===== src/rtl/cntr_mod_updn_if.sv =====
// Control and status bundle for the up/down modulo counter.
// The master drives the requests and the slave returns the count and status.
interface cntr_mod_updn_if #(
  parameter int rndw = 4
) ();
  logic            clr;
  logic            en;
  logic            c_up;
  logic            c_dn;
  logic            ld;
  logic [rndw-1:0] d;
  logic [rndw-1:0] q;
  logic            tc;
  logic            ovf;
  logic            udf;
  logic            zero;

  modport master (
    output clr, en, c_up, c_dn, ld, d,
    input  q, tc, ovf, udf, zero
  );

  modport slave (
    input  clr, en, c_up, c_dn, ld, d,
    output q, tc, ovf, udf, zero
  );
endinterface


===== src/rtl/cntr_mod_updn.sv =====
// Up/down modulo counter with programmable modulus, parallel load, wrap or saturate,
// a terminal-count pulse and sticky overflow/underflow flags.
module cntr_mod_updn #(
  parameter int rndw = 4,
  parameter int MOD  = 1 << rndw,
  parameter int SAT  = 0
) (
  input  logic             clk,
  input  logic             rst,
  cntr_mod_updn_if.slave   bus
);

  if (MOD < 2 || MOD > (1 << rndw)) begin : g_bad_mod
    $error("cntr_mod_updn: MOD must lie in 2..2**rndw");
  end

  localparam int              MODM1 = MOD - 1;
  localparam logic [rndw:0]   MOD_X = MOD[rndw:0];
  localparam logic [rndw:0]   TOP_X = MODM1[rndw:0];
  localparam logic [rndw-1:0] TOP   = MODM1[rndw-1:0];

  logic [rndw-1:0] q_q, q_d;
  logic            tc_q, tc_d;
  logic            ovf_q, ovf_d;
  logic            udf_q, udf_d;

  logic [rndw:0]   q_ext;
  logic [rndw:0]   d_ext;
  logic            at_top;
  logic            at_bot;
  logic            up;
  logic            dn;

  // One spare bit keeps MOD = 2**rndw exact in the range comparisons.
  assign q_ext  = {1'b0, q_q};
  assign d_ext  = {1'b0, bus.d};
  assign at_top = (q_ext == TOP_X);
  assign at_bot = (q_q == '0);
  assign up     = bus.en & bus.c_up & ~bus.c_dn;
  assign dn     = bus.en & bus.c_dn & ~bus.c_up;

  always_comb begin
    q_d   = q_q;
    tc_d  = 1'b0;
    ovf_d = ovf_q;
    udf_d = udf_q;
    if (bus.clr) begin
      q_d   = '0;
      ovf_d = 1'b0;
      udf_d = 1'b0;
    end else if (bus.ld) begin
      q_d = (d_ext >= MOD_X) ? TOP : bus.d;
    end else if (up) begin
      if (at_top) begin
        q_d   = (SAT != 0) ? q_q : '0;
        tc_d  = 1'b1;
        ovf_d = 1'b1;
      end else begin
        q_d = q_q + 1'b1;
      end
    end else if (dn) begin
      if (at_bot) begin
        q_d   = (SAT != 0) ? q_q : TOP;
        tc_d  = 1'b1;
        udf_d = 1'b1;
      end else begin
        q_d = q_q - 1'b1;
      end
    end
  end

  always_ff @(posedge clk or posedge rst) begin
    if (rst) begin
      q_q   <= '0;
      tc_q  <= 1'b0;
      ovf_q <= 1'b0;
      udf_q <= 1'b0;
    end else begin
      q_q   <= q_d;
      tc_q  <= tc_d;
      ovf_q <= ovf_d;
      udf_q <= udf_d;
    end
  end

  assign bus.q    = q_q;
  assign bus.tc   = tc_q;
  assign bus.ovf  = ovf_q;
  assign bus.udf  = udf_q;
  assign bus.zero = at_bot;

endmodule

===== src/flat_wrapper.sv =====
// flat-port wrapper written by rule: the top's interface ports become plain ports
module cntr_mod_updn_flat 
#(
  parameter int rndw = 4,
  parameter int MOD  = 1 << rndw,
  parameter int SAT  = 0
)
  (clk, rst, bus_clr, bus_en, bus_c_up, bus_c_dn, bus_ld, bus_d, bus_q, bus_tc, bus_ovf, bus_udf, bus_zero);
  cntr_mod_updn_if #(.rndw(rndw)) bus_i ();
  input  logic clk;
  input  logic rst;
  input wire logic [$bits(bus_i.clr)-1:0] bus_clr;
  input wire logic [$bits(bus_i.en)-1:0] bus_en;
  input wire logic [$bits(bus_i.c_up)-1:0] bus_c_up;
  input wire logic [$bits(bus_i.c_dn)-1:0] bus_c_dn;
  input wire logic [$bits(bus_i.ld)-1:0] bus_ld;
  input wire logic [$bits(bus_i.d)-1:0] bus_d;
  output wire logic [$bits(bus_i.q)-1:0] bus_q;
  output wire logic [$bits(bus_i.tc)-1:0] bus_tc;
  output wire logic [$bits(bus_i.ovf)-1:0] bus_ovf;
  output wire logic [$bits(bus_i.udf)-1:0] bus_udf;
  output wire logic [$bits(bus_i.zero)-1:0] bus_zero;
  assign bus_i.clr = bus_clr;
  assign bus_i.en = bus_en;
  assign bus_i.c_up = bus_c_up;
  assign bus_i.c_dn = bus_c_dn;
  assign bus_i.ld = bus_ld;
  assign bus_i.d = bus_d;
  assign bus_q = bus_i.q;
  assign bus_tc = bus_i.tc;
  assign bus_ovf = bus_i.ovf;
  assign bus_udf = bus_i.udf;
  assign bus_zero = bus_i.zero;
  cntr_mod_updn #(.rndw(rndw), .MOD(MOD), .SAT(SAT)) u_core (.clk(clk), .rst(rst), .bus(bus_i));
endmodule

===== config.mk =====
export PLATFORM = sky130hd
export DESIGN_NAME = cntr_mod_updn_flat
export DESIGN_NICKNAME = d
export VERILOG_FILES = /design/src/rtl/cntr_mod_updn_if.sv /design/src/rtl/cntr_mod_updn.sv /design/src/flat_wrapper.sv
export SDC_FILE = /design/constraint.sdc
export NUM_CORES = 1
export LEC_CHECK = 0
export CORE_AREA = 3 3 40 42
export DETAILED_ROUTE_END_ITERATION = 10
export DIE_AREA = 0 0 43 45
export DONT_BUFFER_PORTS = 1
export GPL_TIMING_DRIVEN = 1
export HOLD_SLACK_MARGIN = 0.02
export PLACE_DENSITY = 0.65
export SETUP_SLACK_MARGIN = 0.4
export SYNTH_ARGS = -nofsm -noshare
export SYNTH_HDL_FRONTEND = slang
export SYNTH_SLANG_ARGS = --single-unit
export TNS_END_PERCENT = 10

===== constraint.sdc =====
create_clock -name clk -period 2.1 [get_ports clk]
set_input_delay 0.525 -clock clk [delete_from_list [all_inputs] [get_ports clk]]
set_output_delay 0.525 -clock clk [all_outputs]
set_load 0.005 [all_outputs]

==> results_dict.tcl, run 1 <==
set metrics [dict create \
    via_per_inst 5.76 \
    run_status "complete, no violations" \
    routed_wirelength_mm 1.23 \
    grt-ovfl-total 0 \
    ys_seq_area_share_pct 31.2 \
    p_per_area_nw_per_um2 648 \
    setup_tns_ns 0 \
    drc_errors 0 \
    layout-drive-gt1-share_pct 29.7 \
    ys_dominant_reg_cell "dfrtp_1" \
    ys_types 31 \
    insertion_delay_ns 0.25 \
    synth-compound-area-share_pct 30.1 \
    wl_per_cell_um 15.5 \
    nets 78 \
    tightest_slew_ns 0.405 \
    die_x_um 43 \
    multiInputGateArea_um2 367 \
    critPathCaptureType "output pin" \
    die_h_um 45 \
    utilization_pct 49.4 \
    synth_area_um2 562 \
    start_util_pct 43.7 \
    antennaDiodeCount 0 \
    numCtsBuffers 3 \
    finalCriticalPeriod_ns 1.73 \
    max_cap_violations 0 \
    vias 455 \
    synth_cells 59 \
    clk_path_buf_depth 2 \
    start_kind "flip-flop" \
    crit_fanout 8 \
    yosys.area_share.simple_pct 18.9 \
    mappedNetlistNets 72 \
    synth_mux_area_share_pct 5.35 \
    cts_root_buf "clkbuf_4" \
    h-tree-depth 1 \
    row_count 13 \
    finalClockSkew_ns 0.000634 \
    hpwl_um 921 \
    final_hold_viol_count 0 \
    gp_routability_congestion 0.762 \
    final-setup-viol-count 0 \
    ant_nets 0 \
    clkSinkCount 7 \
    grt_max_degree 11 \
    required_ns 1.57 \
    arrival_ns 1.21 \
    avgSynthCellArea_um2 9.52 \
    synthArstFlopShare_pct 100 \
    ff2ff_setup_slack_ns 0.60 \
    slew_viol_final 0 \
    cts_hold_buf 0 \
    p_leak_nw 0.277 \
    synth-edff-count 0 \
    max-vdd-ir-drop_mv 0.283 \
    grt_pass1_vias 469 \
    clk_pin_slew_worst_paths_ns 0.05 \
    nFillCells 134 \
    synthXorXnorAreaFrac_pct 3.12 \
    die_area_um2 1940 \
    worstHoldPathType "primary input to async pin" \
    area_growth_pct 12.9 \
    rsz0062_at_grt "true" \
    max_slew_margin_pct 73.0 \
    fmax_mhz 577 \
    ys_seq_elements 7 \
    ff_latch_area_um2 178 \
    synth-adder-area-share_pct 4.45 \
    grt.total_usage_pct 14.8 \
    finalCritPeriodShare_pct 82.6 \
    io_pins 19 \
    drt_iter0_drc 10 \
    synth_top_family_by_area "compound AO/OA/AOI/OAI gates" \
    dr.pass1.iters 3 \
    grt_pass1_wl_mm 2.08 \
    setup.worst_path.class "flip-flop to output pin" \
    yosysWarnings 0 \
    core_um2 1280 \
    cts_tree "done" \
    antenna_found_initial 0 \
    portBuffers 0 \
]
==> sequential cells by signal, summed over array words and instances, names as in the netlist <==
register	count
u_core.bus.q	4
u_core.bus.udf	1
u_core.bus.tc	1
u_core.bus.ovf	1
==> synth_stat cells (2+ instances only) <==
cell type | number | area, um^2
a21oi_1 | 2 | 10.0
mux2i_1 | 3 | 30.0
a221oi_2 | 2 | 30.0
a21o_1 | 2 | 15.0
ha_1 | 2 | 25.0
nand2_1 | 3 | 11.3
inv_1 | 6 | 22.5
a41oi_1 | 2 | 17.5
nand3_1 | 2 | 10.0
a22o_1 | 3 | 26.3
dfrtp_1 | 7 | 175
nor2_1 | 3 | 11.3
o21ai_0 | 4 | 20.0
==> layout by cell type, fill, tap and decap left out, types with 3 or more instances in the layout <==
cell | synthesis | layout
a22o_1 | 3 | 3
buf_4 | 0 | 3
clkbuf_4 | 0 | 3
dfrtp_1 | 7 | 5
inv_1 | 6 | 4
mux2i_1 | 3 | 3
nand2_1 | 3 | 3
nor2_1 | 3 | 3
o21ai_0 | 4 | 4
==> kinds of logic (layout without fill, tap and decap cells) <==
kind of cell / count (synthesis) / after routing
AOI/OAI and AO/OA: 21 / 21
xor gates and xnor gates: 2 / 2
adders and majority gates: 2 / 2
buffers and inverters: 8 / 13
DFF: 7 / 7
muxes: 3 / 3
and+or+nand+nor: 16 / 16
==> timing repair <==
action / 4_1_cts / 5_1_grt
gates resized for setup: 7 / 0
endpoints found under the setup margin: 1 / 1
buffers inserted: 2 / 1
pin swaps: 1 / 0
==> per-stage QoR <==
stage / hold slack [ns] / area (um^2) / power [mW] / setup slack [ns] / std cells
global placement: 0.364 / 564 / 0.265 / 0.491 / 72
floorplan: 0.328 / 562 / 0.253 / 0.594 / 59
detailed placement: 0.369 / 564 / 0.266 / 0.481 / 72
finish: 0.0909 / 634 / 0.411 / 0.366 / 79
CTS: 0.0975 / 627 / 0.411 / 0.367 / 78
global route: 0.100 / 634 / 0.441 / 0.282 / 79
==> power by group <==
part           total (mW)  internal (mW)  switching [mW]
clock               0.121         0.0724          0.0482
combinational       0.117         0.0644          0.0529
sequential          0.173          0.146          0.0276
==> worst max-delay path, stage by stage (launching register included) <==
cell and delay (ns):
dfrtp_2 0.46, inv_2 0.10, ha_4 0.13, nor3b_4 0.26
==> layout make-up <==
type	count	share of cell area [%]
timing repair buffer	3	3.55
sequential	7	28.0
tap	15	2.96
inverter	6	3.55
clock buffer	4	4.14
multi-input combinational	44	57.8
==> final timing paths <==
kind,depth (start not counted),endpoint,startpoint
worst max-delay path,3,bus_zero,u_core.bus.q[0]
worst min-delay path,1,u_core.bus.tc,rst
worst max register to register,6,u_core.bus.q[0],u_core.bus.q[0]
worst min register to register,1,u_core.bus.ovf,u_core.bus.ovf
max in group asynchronous,1,u_core.bus.q[0],rst
min in group clk,1,u_core.bus.udf,bus_clr
==> routing by layer <==
layer | vias to the layer above | GRT usage (%) | share of wire, %
met5 | - | 0 | 0
met1 | 219 | 19.4 | 44
met2 | 10 | 22.5 | 49
met4 | 0 | 7.23 | 1.2
li1 | 224 | - | -
met3 | 2 | 3.98 | 5.4
Power figures use the tool's default switching activity.
==> inputs of run 2 (changes only) <==
- clock period: 2.1 -> 1.6 ns (I/O delays scaled with it)
==> run 2 against run 1 <==
Net effect:
- total power is 39% higher
- routed wire length increased by 2.5%
- sequential power is 31% higher
- via count is 7.3% higher
- die area is the same
- first-iteration DRC count down 40%
- largest power group unchanged
- count of clock-buffer cells in the layout stayed put
- clock power is 35% higher
- register-to-register slack got worse by 0.53 ns
- global-route usage fell by 0.51 points
==> results_dict.tcl, run 2 (synthesis gave the netlist of run 1 again) <==
set metrics [dict create \
    top_usage_layer "met2" \
    max_slew_margin_pct 74.2 \
    grt-ovfl-total 0 \
    dr.pass1.iters 4 \
    worstHoldPathType "primary input to flip-flop" \
    die_h_um 45 \
    drt_iter0_drc 6 \
    final_common_cell "buf_4" \
    max-vdd-ir-drop_mv 0.562 \
    ff2ff_setup_slack_ns 0.07 \
    final-setup-viol-count 0 \
    grt_max_degree 11 \
    p_sw_mw 0.178 \
    row_count 13 \
    finalClockSkew_ns 0.00386 \
    layout-drive-gt1-share_pct 36.2 \
    core_um2 1280 \
    fmax_mhz 630 \
    p_sw_share_pct 31.2 \
    fin_ws_ns 0.0125 \
    clk_path_buf_depth 2 \
    portBuffers 0 \
    use_met3_pct 7.97 \
    largest_register_ffs 4 \
    cts_root_buf "clkbuf_4" \
    final_cells 84 \
    io_pins 19 \
    slew_viol_final 0 \
    routed_wirelength_mm 1.26 \
    finalCritPeriodShare_pct 99.2 \
    max_cap_violations 0 \
    p_per_area_nw_per_um2 835 \
    intPower_mw 0.392 \
    nFillCells 127 \
    clkSinkCount 7 \
    ant_nets 0 \
    grt.total_usage_pct 14.2 \
    p_leak_nw 0.305 \
    gp_routability_congestion 0.761 \
    rsz0062_at_grt "true" \
    antenna_found_initial 0 \
    vias 488 \
    antennaDiodeCount 0 \
    numCtsBuffers 3 \
    seqPwrFrac_pct 39.7 \
    area_growth_pct 21.6 \
    grt_pass1_vias 469 \
    h-tree-depth 1 \
    finalCriticalPeriod_ns 1.59 \
    wl_per_cell_um 15.0 \
    p_comb_share_pct 31.8 \
    tightest_slew_ns 0.388 \
    hpwl_um 943 \
    met2_usage_pct 20.7 \
    run_status "complete, no violations" \
    pwr-share-clk_pct 28.5 \
    insertion_delay_ns 0.25 \
    clk_pin_slew_worst_paths_ns 0.05 \
    nets 83 \
    final_hold_viol_count 0 \
    drc_errors 0 \
    via_per_inst 5.81 \
    setup.worst_path.class "flip-flop to output pin" \
    setup_tns_ns 0 \
    required_ns 1.20 \
    die_x_um 43 \
    dp.cells 73 \
    arrival_ns 1.19 \
    pre_cts_ws_ns 0.121 \
    grt_pass1_wl_mm 1.97 \
    critPathCaptureType "output pin" \
    crit_fanout 6 \
    final_cell_mix "buf_4 (7), inv_1 (4), dfrtp_1 (4)" \
    start_util_pct 43.7 \
    start_kind "flip-flop" \
    cts_tree "done" \
    die_area_um2 1940 \
    met1_usage_pct 18.4 \
]
-- run 2: worst paths after layout --
check,startpoint,end,cells after the start
max,u_core.bus.q[0],bus_zero,3
min,bus_clr,u_core.bus.udf,1
max reg2reg,u_core.bus.q[0],u_core.bus.q[3],7
min reg2reg,u_core.bus.ovf,u_core.bus.ovf,1
max in group asynchronous,rst,u_core.bus.q[1],2
min in group asynchronous,rst,u_core.bus.ovf,2
-- run 2: layer usage --
| metal | routed length (um) | share of wire [%] |
|---|---|---|
| met1 | 559 | 45 |
| met2 | 542 | 43 |
| met3 | 141 | 11 |
| met4 | 12 | 0.96 |
| met5 | 0 | 0 |
-- run 2: metrics by stage --
| stage | hold WS [ns] | cell area [um^2] | power (mW) | util [%] |
|---|---|---|---|---|
| final | 0.204 | 683 | 0.570 | 53.2 |
| after global routing | 0.195 | 683 | 0.601 | 53.2 |
| after CTS | 0.198 | 659 | 0.555 | 51.3 |
| after detailed placement | 0.232 | 592 | 0.372 | 46.1 |
| after global placement | 0.228 | 592 | 0.372 | 46.1 |
| after floorplan | 0.203 | 582 | 0.348 | - |
-- run 2: area by class of cell --
type,count,area (um^2),area share [%]
tap,15,18.8,2.75
inverter,6,22.5,3.30
sequential,7,179,26.2
multi-input combinational,44,374,54.8
clock buffer,4,26.3,3.85
timing repair buffer,8,62.6,9.16
-- run 2: what timing repair did --
action,4_1_cts,5_1_grt
resized for setup,1,4
hold buffers,1,0
buffers inserted,4,2
setup endpoints to repair,10,11
pin swaps,1,6
gates cloned,0,0
hold endpoints to repair,7,0
-- run 2: power groups by stage --
stage | sequential, mW | combinational [mW] | clock [mW]
final | 0.226 | 0.182 | 0.163
after global placement | 0.227 | 0.145 | 0
after floorplan | 0.213 | 0.135 | 0
after global routing | 0.230 | 0.199 | 0.173
after CTS | 0.225 | 0.163 | 0.167
after detailed placement | 0.228 | 0.144 | 0
-- run 2: worst max-delay path: stages, from the launching register on --
cell     delay (ns)
dfrtp_2        0.45
inv_2          0.10
ha_4           0.13
nor3b_4        0.26
